File: config.mk
export PLATFORM = sky130hd
export DESIGN_NAME = vedic_mult_seq_flat
export DESIGN_NICKNAME = d
export VERILOG_FILES = /design/src/rtl/vedic_mult_seq_if.sv /design/src/rtl/vedic_mult_seq.sv /design/src/flat_wrapper.sv
export SDC_FILE = /design/constraint.sdc
export NUM_CORES = 1
export LEC_CHECK = 0
export BUFFER_PORTS_ARGS = -buffer_cell sky130_fd_sc_hd__buf_2
export CAP_MARGIN = 40
export CORE_UTILIZATION = 59
export CTS_CLUSTER_DIAMETER = 40
export DETAILED_ROUTE_END_ITERATION = 10
export PLACE_DENSITY = 0.86
export RECOVER_POWER = 50
export SLEW_MARGIN = 10
export SYNTH_ARGS = -nofsm -noshare
export SYNTH_HDL_FRONTEND = slang
export SYNTH_SLANG_ARGS = --single-unit
File: constraint.sdc
create_clock -name clk_i -period 6.6 [get_ports clk_i]
set_input_delay 0.99 -clock clk_i [delete_from_list [all_inputs] [get_ports clk_i]]
set_output_delay 0.99 -clock clk_i [all_outputs]
set_load 0.05 [all_outputs]
File: src/rtl/vedic_mult_seq_if.sv
// Handshake bundle for vedic_mult_seq: operand channel in, product channel out.
// The multiplier connects through the slave modport; the operand/product side uses master.
interface vedic_mult_seq_if #(
   parameter int WIDTH = 8
);
   logic                   in_valid;
   logic                   in_ready;
   logic [WIDTH-1:0]       a;
   logic [WIDTH-1:0]       b;
   logic                   out_valid;
   logic                   out_ready;
   logic [2*WIDTH-1:0]     p;
   logic                   busy;

   modport master (
      output in_valid, a, b, out_ready,
      input  in_ready, out_valid, p, busy
   );

   modport slave (
      input  in_valid, a, b, out_ready,
      output in_ready, out_valid, p, busy
   );
endinterface

File: src/rtl/vedic_mult_seq.sv
// Iterative WIDTH x WIDTH Urdhva-Tiryagbhyam multiplier: one 2-bit digit of b per cycle.
// Define VEDIC_SIGNED_EN for two's-complement operands (sign-magnitude around the unsigned core).
module vedic_mult_seq #(
   parameter int WIDTH = 8
) (
   input  logic              clk_i,
   input  logic              rst_i,
   vedic_mult_seq_if.slave   bus_io
);

   localparam int DIGITS = WIDTH / 2;
   localparam int KW     = (DIGITS > 1) ? $clog2(DIGITS) : 1;
   localparam int PPW    = WIDTH + 2;
   localparam int PW     = 2 * WIDTH;

   typedef enum logic [1:0] {
      IDLE,
      CALC,
      DONE
   } state_t;

   state_t             state_q;
   logic [WIDTH-1:0]   a_q;
   logic [WIDTH-1:0]   b_q;
   logic [PW-1:0]      acc_q;
   logic [KW-1:0]      k_q;
   logic [PW-1:0]      p_q;
   logic               inReady_q;
   logic               outValid_q;
   logic               busy_q;

   logic [1:0]         digit_d;
   logic [PPW-1:0]     pp_d;
   logic [PW-1:0]      acc_d;
   logic [PW-1:0]      result_d;
   logic [WIDTH-1:0]   opA_d;
   logic [WIDTH-1:0]   opB_d;

   // 2x2 vedic cell: vertical and crosswise products merged with half adders.
   function automatic logic [3:0] vedic2x2(input logic [1:0] x, input logic [1:0] y);
      logic cross1;
      logic cross2;
      logic carry1;
      logic top;
      cross1 = x[1] & y[0];
      cross2 = x[0] & y[1];
      carry1 = cross1 & cross2;
      top    = x[1] & y[1];
      return {top & carry1, top ^ carry1, cross1 ^ cross2, x[0] & y[0]};
   endfunction

`ifdef VEDIC_SIGNED_EN
   logic sign_q;

   // The most negative value maps to its own bit pattern, which read unsigned is the right magnitude.
   always_comb begin
      opA_d = bus_io.a[WIDTH-1] ? (~bus_io.a + 1'b1) : bus_io.a;
      opB_d = bus_io.b[WIDTH-1] ? (~bus_io.b + 1'b1) : bus_io.b;
   end
`else
   always_comb begin
      opA_d = bus_io.a;
      opB_d = bus_io.b;
   end
`endif

   always_comb begin
      digit_d = 2'(b_q >> {k_q, 1'b0});
      pp_d    = '0;
      for (int i = 0; i < DIGITS; i++) begin
         pp_d = pp_d + (PPW'(vedic2x2(a_q[2*i +: 2], digit_d)) << (2 * i));
      end
      acc_d   = acc_q + (PW'(pp_d) << {k_q, 1'b0});
`ifdef VEDIC_SIGNED_EN
      result_d = sign_q ? (~acc_d + 1'b1) : acc_d;
`else
      result_d = acc_d;
`endif
   end

   always_ff @(posedge clk_i) begin
      if (rst_i) begin
         state_q    <= IDLE;
         a_q        <= '0;
         b_q        <= '0;
         acc_q      <= '0;
         k_q        <= '0;
         p_q        <= '0;
         inReady_q  <= 1'b1;
         outValid_q <= 1'b0;
         busy_q     <= 1'b0;
`ifdef VEDIC_SIGNED_EN
         sign_q     <= 1'b0;
`endif
      end else begin
         case (state_q)
            IDLE: begin
               if (bus_io.in_valid) begin
                  a_q       <= opA_d;
                  b_q       <= opB_d;
                  acc_q     <= '0;
                  k_q       <= '0;
                  inReady_q <= 1'b0;
                  busy_q    <= 1'b1;
                  state_q   <= CALC;
`ifdef VEDIC_SIGNED_EN
                  sign_q    <= bus_io.a[WIDTH-1] ^ bus_io.b[WIDTH-1];
`endif
               end
            end
            CALC: begin
               acc_q <= acc_d;
               k_q   <= k_q + KW'(1);
               if (k_q == KW'(DIGITS - 1)) begin
                  p_q        <= result_d;
                  outValid_q <= 1'b1;
                  state_q    <= DONE;
               end
            end
            DONE: begin
               // Product and valid stay frozen until the consumer takes them.
               if (bus_io.out_ready) begin
                  outValid_q <= 1'b0;
                  busy_q     <= 1'b0;
                  inReady_q  <= 1'b1;
                  state_q    <= IDLE;
               end
            end
            default: begin
               state_q    <= IDLE;
               inReady_q  <= 1'b1;
               outValid_q <= 1'b0;
               busy_q     <= 1'b0;
            end
         endcase
      end
   end

   assign bus_io.in_ready  = inReady_q;
   assign bus_io.out_valid = outValid_q;
   assign bus_io.p         = p_q;
   assign bus_io.busy      = busy_q;

endmodule

File: src/flat_wrapper.sv
// flat-port wrapper written by rule: the top's interface ports become plain ports
module vedic_mult_seq_flat 
#(
   parameter int WIDTH = 8
)
  (clk_i, rst_i, bus_io_in_valid, bus_io_a, bus_io_b, bus_io_out_ready, bus_io_in_ready, bus_io_out_valid, bus_io_p, bus_io_busy);
  vedic_mult_seq_if #(.WIDTH(WIDTH)) bus_io_i ();
  input  logic clk_i;
  input  logic rst_i;
  input wire logic [$bits(bus_io_i.in_valid)-1:0] bus_io_in_valid;
  input wire logic [$bits(bus_io_i.a)-1:0] bus_io_a;
  input wire logic [$bits(bus_io_i.b)-1:0] bus_io_b;
  input wire logic [$bits(bus_io_i.out_ready)-1:0] bus_io_out_ready;
  output wire logic [$bits(bus_io_i.in_ready)-1:0] bus_io_in_ready;
  output wire logic [$bits(bus_io_i.out_valid)-1:0] bus_io_out_valid;
  output wire logic [$bits(bus_io_i.p)-1:0] bus_io_p;
  output wire logic [$bits(bus_io_i.busy)-1:0] bus_io_busy;
  assign bus_io_i.in_valid = bus_io_in_valid;
  assign bus_io_i.a = bus_io_a;
  assign bus_io_i.b = bus_io_b;
  assign bus_io_i.out_ready = bus_io_out_ready;
  assign bus_io_in_ready = bus_io_i.in_ready;
  assign bus_io_out_valid = bus_io_i.out_valid;
  assign bus_io_p = bus_io_i.p;
  assign bus_io_busy = bus_io_i.busy;
  vedic_mult_seq #(.WIDTH(WIDTH)) u_core (.clk_i(clk_i), .rst_i(rst_i), .bus_io(bus_io_i));
endmodule
==> results.yml, run 1 <==
clock_tree:
  numCtsBuffers: 5
  clk_latency_ns: 0.31
  cts_tree: "done"
  h-tree-depth: 2
  clock-sinks: 55
  postCtsSetupBuffers: 0
  clk_pin_slew_worst_paths_ns: 0.10
  clock_path_buffers: 2
  cts-hold-fix-buffers: 0
  ctsRootBufferMaster: "clkbuf_8"
grt:
  antenna_found_initial: 0
  overflow: 0
  grt_pass1_wl_um: 13340
  grtUsageTotal: 0.2681
  grt_pass1_vias: 2959
  grt_max_degree: 55
worst_setup_path:
  critPathArrivalTime_ns: 6.32
  worstReg2RegStart: "u_core.k_q[0]$_SDFFE_PP0P_"
  crit_end: "u_core.bus_io.p[12]$_SDFFE_PP0P_"
  cp_max_fo: 9
  cp_cell_sequence: "mux4_2, and2_1, ha_1, ha_1, ha_1, fa_1, xor2_1, ha_1, ha_1, inv_1, fa_1, nand2b_1, a21oi_1, xnor2_1, nor2_1, a21oi_1, mux2i_1, ha_1, nand2_1, o21ai_0, a21boi_0, a21boi_0, or4_1, nand3_1"
  reg2regPathDepth: 24
  ff2ff_setup_slack_ns: 0.54
  crit_slowest_cell: "mux4_2"
  crit_start: "u_core.k_q[0]$_SDFFE_PP0P_"
  endpoint_kind: "register"
  cp-start-kind: "register"
  r2r-end: "u_core.bus_io.p[12]$_SDFFE_PP0P_"
  path_class: "reg -> reg"
  worstPathRequired_ns: 6.86
  max_stage_delay_ns: 0.60
  cp_common_cell: "ha_1"
final_layout:
  diodes: 0
  drive_gt1_frac: 0.09692
  layout.nets: 510
  fin_area_mm2: 0.003790
  area_delta_synth_final_pct: 7.870
sta:
  finalSetupViolations: 0
  finalSetupTns_ns: 0
  timing.fmax_mhz: 165.0
  clock-skew-final_ns: 0.01027
  slew_violations: 55
  rsz0062_at_grt: "no"
  final_hold_viol_count: 0
  period_needed_ns: 6.059
  worst_pin_slew_ns: 2.142
  fin_crit_sh: 0.9181
  slew_headroom: -0.4282
floorplan:
  io_pins: 39
  dieArea_mm2: 0.006267
  start_util: 0.6265
  die_y_um: 79.17
  rows: 27
  core_mm2: 0.005608
  dieWidth_um: 79.17
yosys:
  synth_edf_count: 0
  ys.flop_type: "dfxtp_1"
  synth_seq_cells: 55
  syn_inst: 427
  synth_fp_nets: 484
  synth_common_cells: "69 x nand2_1, 55 x dfxtp_1, 51 x a21oi_1"
  synth_most_common_cell: "nand2_1"
  ys_types: 55
  ys_seq_area_frac: 0.3134
  postSynthAreaPerCell_um2: 8.228
  synthTopCellsByArea: "dfxtp_1 31%, ha_1 12%, nand2_1 7.4%"
  synth.top_cell.area_share: 0.3134
  syn_area_mm2: 0.003513
  async_flop_share: 0
  yosysTopAreaCell: "dfxtp_1"
  ys_warn_count: 0
hold_path:
  hold_path_class: "reg -> reg"
detailed_routing:
  drt_iter0_markers: 155
  routed_wl_um: 7841
  wl_per_cell_um: 14.91
  via_per_inst: 5.907
  route.detailed.drc: 0
  drt_first_pass_iters: 4
  num_vias: 3107
  route.antenna.remaining_nets: 0
pwr:
  pwr_density_cell_mw_per_mm2: 162.0
  power_frac_comb: 0.124
  seq_power_share: 0.568
  power_leakage_nw: 1.668
  max-vdd-ir-drop_mv: 0.1287
  p_int_uw: 442.7
  sw_frac_of_total: 0.2787
  p_sw_uw: 171.1
  clkPwrFrac: 0.309
run_status:
  outcome: "finished, violations left"
  violations: "capacitance limit, slew limit"
placed_design:
  dpl-instance-area_mm2: 0.003722
  hpwl_um: 5763
  port_buffers: 38
  gp_congestion: 0.8881
job:
  cap_violations: 1
## layout by cell type, fill, tap and decap left out, types with 3 or more instances in the layout
cell type and n:
a21boi_0 3, nor3b_1 3, and2_1 19, nand3b_1 6
fa_1 3, clkbuf_8 5, clkbuf_1 16, nor2_1 31
a22o_1 9, nand2b_1 5, or4_1 3, nand4b_1 4
dfxtp_1 54, xnor2_1 16, o21ai_0 5, ha_1 34
a21oi_1 51, buf_2 23, nand3_1 11, nand2_1 69
nor3_1 4, inv_1 14, a21o_1 9, mux2i_1 10
## power by group through the flow
stage / sequential (mW) / combinational (mW) / clock [mW]
2_1_floorplan: 0.357 / 0.0540 / 0
3_3_place_gp: 0.356 / 0.0733 / 0
3_5_place_dp: 0.356 / 0.0751 / 0
4_1_cts: 0.348 / 0.0758 / 0.191
5_1_grt: 0.350 / 0.0837 / 0.205
6_report: 0.348 / 0.0760 / 0.189
## kinds of logic (layout without fill, tap and decap cells)
family	after synthesis	in the layout	synth area share
simple gates	166	166	0.2286
compound gates	104	104	0.1941
buf+inv	35	62	0.03953
flops	55	55	0.3134
xor+xnor	18	18	0.04487
mux	12	12	0.04131
fa+ha+maj	37	37	0.1382
## sequential cells by signal, summed over array words and instances (netlist names)
register and flops:
u_core.a_q 8, u_core.acc_q 16, u_core.b_q 8, u_core.bus_io.busy 1, u_core.bus_io.in_ready 1, u_core.bus_io.out_valid 1, u_core.bus_io.p 16, u_core.k_q 2
u_core.state_q 2
## metal layers
layer | wire, um | GRT usage | share of wire
met1 | 3764 | 0.3499 | 0.48
met2 | 3631 | 0.4431 | 0.46
met3 | 286 | 0.04598 | 0.036
met4 | 159 | 0.09455 | 0.020
met5 | 0 | 0 | 0
## critical path: cells and delay by family, from the launching register on
family	cells	cell delay [ns]
muxes	2	0.71
AOI/OAI and AO/OA	5	1.18
adders and majority gates	8	2.18
DFF	1	0.40
and+or+nand+nor	6	1.09
xor gates and xnor gates	2	0.40
buffers and inverters	1	0.06
## metrics by stage
| stage | utilization | setup WS [ns] | std cells | power [mW] | hold slack (ns) |
|---|---|---|---|---|---|
| after CTS | 0.6789 | 0.4530 | 526 | 0.6154 | 0.4582 |
| after global placement | 0.6638 | 0.7422 | 518 | 0.4289 | 0.4392 |
| after detailed placement | 0.6638 | 0.4833 | 518 | 0.4310 | 0.4444 |
| after floorplan | - | 1.042 | 427 | 0.4114 | 0.4331 |
| final | 0.6758 | 0.5408 | 526 | 0.6138 | 0.4556 |
| after global routing | 0.6758 | 0.1073 | 526 | 0.6385 | 0.4762 |
## worst min path at each step
stage | depth (start not counted) | startpoint | slack (ns) | to
2_1_floorplan | 2 | u_core.b_q[4]$_SDFFE_PP0P_ | 0.43 | u_core.b_q[4]$_SDFFE_PP0P_
3_3_place_gp | 2 | u_core.bus_io.p[3]$_SDFFE_PP0P_ | 0.44 | u_core.bus_io.p[3]$_SDFFE_PP0P_
3_5_place_dp | 2 | u_core.bus_io.p[4]$_SDFFE_PP0P_ | 0.44 | u_core.bus_io.p[4]$_SDFFE_PP0P_
4_1_cts | 2 | u_core.b_q[6]$_SDFFE_PP0P_ | 0.46 | u_core.b_q[6]$_SDFFE_PP0P_
5_1_grt | 2 | u_core.b_q[6]$_SDFFE_PP0P_ | 0.48 | u_core.b_q[6]$_SDFFE_PP0P_
6_report | 2 | u_core.b_q[6]$_SDFFE_PP0P_ | 0.46 | u_core.b_q[6]$_SDFFE_PP0P_
## final cells by class
type / instances / area [um2]
Multi-Input combinational cell: 337 / 2273
Fill cell: 489 / 1818
Sequential cell: 55 / 1102
Timing Repair Buffer: 40 / 186.4
Tap cell: 72 / 90.09
Clock buffer: 6 / 72.57
Inverter: 14 / 52.55
Clock inverter: 2 / 12.51
## what timing repair did
item | CTS | global route
endpoints found under the setup margin | 0 | 3
resized for setup | 0 | 1
hold endpoints to repair | 0 | 0
Power figures use the tool's default switching activity.
==> inputs of run 2 (changes only) <==
CORE_UTILIZATION = 55   (was 59)
PLACE_DENSITY = 0.82   (was 0.86)
==> run 2 against run 1 <==
Effect of this change: the run still ends with capacitance limit, slew limit left; combinational power about the same; setup slack worse by 0.029 ns; clock skew decreased by 0.0032 ns; register-to-register slack got worse by 0.03 ns; routed wire length increased by 0.69%; flip-flop and latch count stayed put; fmax fell by 0.48%; largest power group unchanged.
==> results.yml, run 2 (same netlist as run 1, synthesis figures left out) <==
worst_setup_path:
  cp_max_fo: 18
  critPathArrivalTime_ns: 6.35
  path_class: "reg -> reg"
  worstReg2RegStart: "u_core.k_q[1]$_SDFFE_PP0P_"
  worstPathRequired_ns: 6.86
  endpoint_kind: "register"
  cp-start-kind: "register"
  crit_start: "u_core.k_q[1]$_SDFFE_PP0P_"
detailed_routing:
  num_vias: 3118
  drt_first_pass_iters: 5
  wl_per_cell_um: 14.92
  route.antenna.remaining_nets: 0
  route.detailed.drc: 0
  drt_iter0_markers: 171
  routed_wl_um: 7895
  via_per_inst: 5.894
clock_tree:
  clock_path_buffers: 2
  ctsResizeCount: 0
  ctsRootBufferMaster: "clkbuf_8"
  cts-hold-fix-buffers: 0
  clk_pin_slew_worst_paths_ns: 0.10
  postCtsSetupBuffers: 0
  h-tree-depth: 2
  numCtsBuffers: 5
  clk_latency_ns: 0.32
  clock-sinks: 55
  cts_tree: "done"
sta:
  worst_pin_slew_ns: 2.171
  final_hold_viol_count: 0
  timing.fmax_mhz: 164.2
  clock-skew-final_ns: 0.007072
  finalSetupViolations: 0
  rsz0062_at_grt: "no"
  slew_headroom: -0.4476
  finalSetupTns_ns: 0
  period_needed_ns: 6.088
  slew_violations: 55
  fin_crit_sh: 0.9225
  layout_setup_ws_ns: 0.5116
run_status:
  violations: "capacitance limit, slew limit"
  outcome: "finished, violations left"
placed_design:
  port_buffers: 38
  place_ws_ns: 0.5869
  hpwl_um: 5918
  dpl.cell_count: 521
  gp_congestion: 0.9250
floorplan:
  rows: 28
  core_mm2: 0.006026
  start_util: 0.5831
  die_y_um: 81.93
  dieArea_mm2: 0.006712
  io_pins: 39
  dieWidth_um: 81.93
hold_path:
  holdCritStartpoint: "u_core.bus_io.p[7]$_SDFFE_PP0P_"
  hold_path_class: "reg -> reg"
final_layout:
  fill_cells: 510
  finalNonFillerCells: 529
  seq_area_mm2: 0.001101
  final_cell_mix: "69 x nand2_1, 55 x dfxtp_1, 51 x a21oi_1"
  area_delta_synth_final_pct: 8.796
  fin_util: 0.6343
  drive_gt1_frac: 0.09471
  diodes: 0
  multi_input_area_mm2: 0.002273
  final_common_cell: "nand2_1"
  layout.nets: 510
pwr:
  power_leakage_nw: 1.677
  pwr_density_cell_mw_per_mm2: 172.5
  sw_frac_of_total: 0.2662
  seq_power_share: 0.529
  p_sw_uw: 175.5
  clkPwrFrac: 0.356
  power_frac_comb: 0.115
  max-vdd-ir-drop_mv: 0.1624
  p_int_uw: 483.7
grt:
  grt_pass1_wl_um: 13010
  antenna_found_initial: 0
  overflow: 0
  grt_max_degree: 55
  grt_pass1_vias: 2780
  grtUsageTotal: 0.2508
job:
  cap_violations: 1
[run 2: layer usage]
layer	wire length, um	global-route usage	share of wire
met4	134	0.09123	0.017
met5	0	0	0
met1	3779	0.3458	0.48
met3	352	0.04333	0.045
met2	3628	0.3893	0.46
[run 2: layout make-up]
class	instances	share of cell area
Tap cell	75	0.02455
Sequential cell	55	0.2881
Clock buffer	5	0.01800
Inverter	14	0.01375
Timing Repair Buffer	40	0.04845
Multi-Input combinational cell	337	0.5948
Clock inverter	3	0.01244
[run 2: worst paths after layout]
path / to / slack, ns / cells past startpoint
setup / recovery: u_core.bus_io.p[12]$_SDFFE_PP0P_ / 0.51 / 24
setup reg to reg: u_core.bus_io.p[12]$_SDFFE_PP0P_ / 0.51 / 24
hold reg to reg: u_core.bus_io.p[7]$_SDFFE_PP0P_ / 0.46 / 2
hold / removal: u_core.bus_io.p[7]$_SDFFE_PP0P_ / 0.46 / 2
[run 2: stage by stage]
stage                     area, um2  hold slack, ns  power, mW
after detailed placement       3726          0.4457     0.4313
final                          3822          0.4617     0.6592
after global routing           3822          0.4941     0.6862
after floorplan                3513          0.4331     0.4114
after global placement         3726          0.4388     0.4293
after CTS                      3842          0.4610     0.6658
[run 2: critical path, cell delays in order (launching register included)]
cell and delay, ns:
dfxtp_1 0.70, mux4_2 0.47, and2_1 0.19, ha_1 0.19, ha_1 0.27, ha_1 0.22, fa_1 0.41, xor2_1 0.18
ha_1 0.16, ha_1 0.15, inv_1 0.05, fa_1 0.39, nand2b_1 0.19, a21oi_1 0.29, xnor2_1 0.19, nor2_1 0.06
a21oi_1 0.16, mux2i_1 0.10, ha_1 0.37, nand2_1 0.12, o21ai_0 0.32, a21boi_0 0.13, a21boi_0 0.18, or4_1 0.43
nand3_1 0.09
[run 2: power groups by stage]
stage / sequential (mW) / clock, mW / combinational, mW
floorplan: 0.357 / 0 / 0.0540
global placement: 0.356 / 0 / 0.0733
detailed placement: 0.356 / 0 / 0.0751
CTS: 0.349 / 0.242 / 0.0754
global route: 0.350 / 0.252 / 0.0838
finish: 0.349 / 0.235 / 0.0758
==> inputs of run 3 (changes only) <==
clock period = 5.75 ns   (was 6.6 ns; I/O delays follow)
==> run 3 against run 2 <==
Effect of this change: first-iteration DRC count fell by 12%; hold slack lost 0.00058 ns; clock skew down 0.00057 ns; via count up 0.61%; the run now ends clean; highest routed layer unchanged; register-to-register slack worse by 0.26 ns; global-route usage is 0.30 points lower.
==> results.yml, run 3 (same netlist as run 1, synthesis figures left out) <==
placed_design:
  port_buffers: 38
  place_ws_ns: -0.06786
  dpl.cell_count: 525
  hpwl_um: 5956
  dpl-instance-area_mm2: 0.003756
  gp_congestion: 0.9431
grt:
  grt_pass1_vias: 2831
  grt_pass1_wl_um: 12950
  overflow: 0
  antenna_found_initial: 0
  grtUsageTotal: 0.2478
  grt_max_degree: 55
hold_path:
  hold_path_class: "reg -> reg"
final_layout:
  final_common_cell: "nand2_1"
  diodes: 0
  finalNonFillerCells: 537
  area_delta_synth_final_pct: 12.86
  fill_cells: 519
  final_cell_mix: "68 x nand2_1, 54 x dfxtp_1, 48 x a21oi_1"
  multi_input_area_mm2: 0.002375
  fin_area_mm2: 0.003965
  drive_gt1_frac: 0.1407
  seq_area_mm2: 0.001105
  layout.nets: 518
clock_tree:
  clk_pin_slew_worst_paths_ns: 0.11
  cts-hold-fix-buffers: 0
  numCtsBuffers: 5
  cts_tree: "done"
  h-tree-depth: 2
  clock_path_buffers: 2
  ctsRootBufferMaster: "clkbuf_8"
  clk_latency_ns: 0.31
  clock-sinks: 55
detailed_routing:
  via_per_inst: 5.842
  wl_per_cell_um: 15.13
  route.antenna.remaining_nets: 0
  drt_iter0_markers: 151
  route.detailed.drc: 0
  drt_first_pass_iters: 4
  num_vias: 3137
  routed_wl_um: 8123
pwr:
  pwr_density_cell_mw_per_mm2: 180.2
  max-vdd-ir-drop_mv: 0.1542
  power_leakage_nw: 1.728
sta:
  layout_setup_ws_ns: 0.2484
  final_hold_viol_count: 0
  period_needed_ns: 5.502
  fin_crit_sh: 0.9568
  slew_violations: 0
  clock-skew-final_ns: 0.006500
  worst_pin_slew_ns: 1.309
  slew_headroom: 0.1274
  timing.fmax_mhz: 181.8
  finalSetupViolations: 0
floorplan:
  die_y_um: 81.93
  start_util: 0.5831
  rows: 28
  dieArea_mm2: 0.006712
  io_pins: 39
  core_mm2: 0.006026
  dieWidth_um: 81.93
worst_setup_path:
  worstPathRequired_ns: 5.97
  crit_family: "adder cells"
  cp_max_fo: 3
  cp_common_cell: "ha_1"
  endpoint_kind: "register"
  max_stage_delay_ns: 0.50
  crit_slowest_cell: "mux4_2"
  critPathArrivalTime_ns: 5.72
  path_class: "reg -> reg"
  critPathBufInv: 2
  cp-start-kind: "register"
run_status:
  outcome: "finished clean"
job:
  cap_violations: 0
## run 3: changes by cell type in the layout (fill, tap and decap cells not counted), moves of 2 or more
cell | before | now
ha_1 | 34 | 32
a21oi_1 | 51 | 48
a21oi_4 | 0 | 2
ha_2 | 0 | 2
clkinvlp_4 | 0 | 2
buf_4 | 2 | 10
## run 3: power breakdown
group / internal [mW] / leakage, nW / switching [mW]
clock network: 0.0875 / 0.0408 / 0.136
logic: 0.0331 / 1.24 / 0.0583
registers: 0.392 / 0.447 / 0.00768
## run 3: worst reg2reg max path, cell delays in order (launching register included)
cell,delay (ns)
dfxtp_4,0.38
mux4_2,0.51
and2_1,0.18
ha_1,0.19
ha_1,0.28
ha_1,0.23
fa_2,0.36
xor2_1,0.18
ha_1,0.16
ha_1,0.16
inv_1,0.05
fa_1,0.41
nand2b_4,0.18
a21oi_4,0.18
xnor2_2,0.13
nor2_1,0.07
a21oi_2,0.14
mux2i_1,0.10
ha_2,0.32
buf_4,0.16
a21oi_4,0.13
o21ai_4,0.08
a31o_2,0.27
a41oi_4,0.23
xnor2_1,0.10
a22o_1,0.22
## run 3: repair_timing
| action | 4_1_cts | 5_1_grt |
|---|---|---|
| setup buffers | 0 | 4 |
| setup endpoints to repair | 3 | 11 |
| pin swaps | 0 | 7 |
| gates resized for setup | 2 | 19 |
## run 3: metrics by stage
step / hold WS [ns] / utilization / setup TNS, ns / power, mW
after floorplan: 0.4331 / - / 0 / 0.4722
after global placement: 0.4398 / 0.6233 / 0 / 0.4946
after detailed placement: 0.4451 / 0.6233 / -0.1773 / 0.4977
after CTS: 0.4595 / 0.6400 / 0 / 0.7170
after global routing: 0.4810 / 0.6580 / -0.01139 / 0.7453
final: 0.4611 / 0.6580 / 0 / 0.7146
## run 3: routing by layer
| metal | share of wire | vias up | GRT usage |
|---|---|---|---|
| met3 | 0.039 | 14 | 0.03444 |
| li1 | - | 1566 | - |
| met4 | 0.015 | 0 | 0.07895 |
| met1 | 0.46 | 1485 | 0.3367 |
| met2 | 0.48 | 72 | 0.4025 |
| met5 | 0 | - | 0 |
## run 3: worst paths after layout
kind                            slack [ns]                             from  cells after the start                               to
worst max-delay path                  0.25       u_core.k_q[0]$_SDFFE_PP0P_                     25    u_core.acc_q[14]$_SDFFE_PP0P_
worst min-delay path                  0.46  u_core.bus_io.p[5]$_SDFFE_PP0P_                      2  u_core.bus_io.p[5]$_SDFFE_PP0P_
worst max register to register        0.25       u_core.k_q[0]$_SDFFE_PP0P_                     25    u_core.acc_q[14]$_SDFFE_PP0P_
worst min register to register        0.46  u_core.bus_io.p[5]$_SDFFE_PP0P_                      2  u_core.bus_io.p[5]$_SDFFE_PP0P_
## run 3: final cells by class
type                    instances  area share
well taps                      75     0.02367
clock inverters                 3    0.005996
flip-flops and latches         55      0.2786
inverters                      14     0.01325
repair buffers                 48     0.06216
multi-input cells             337      0.5989
clock buffers                   5     0.01736
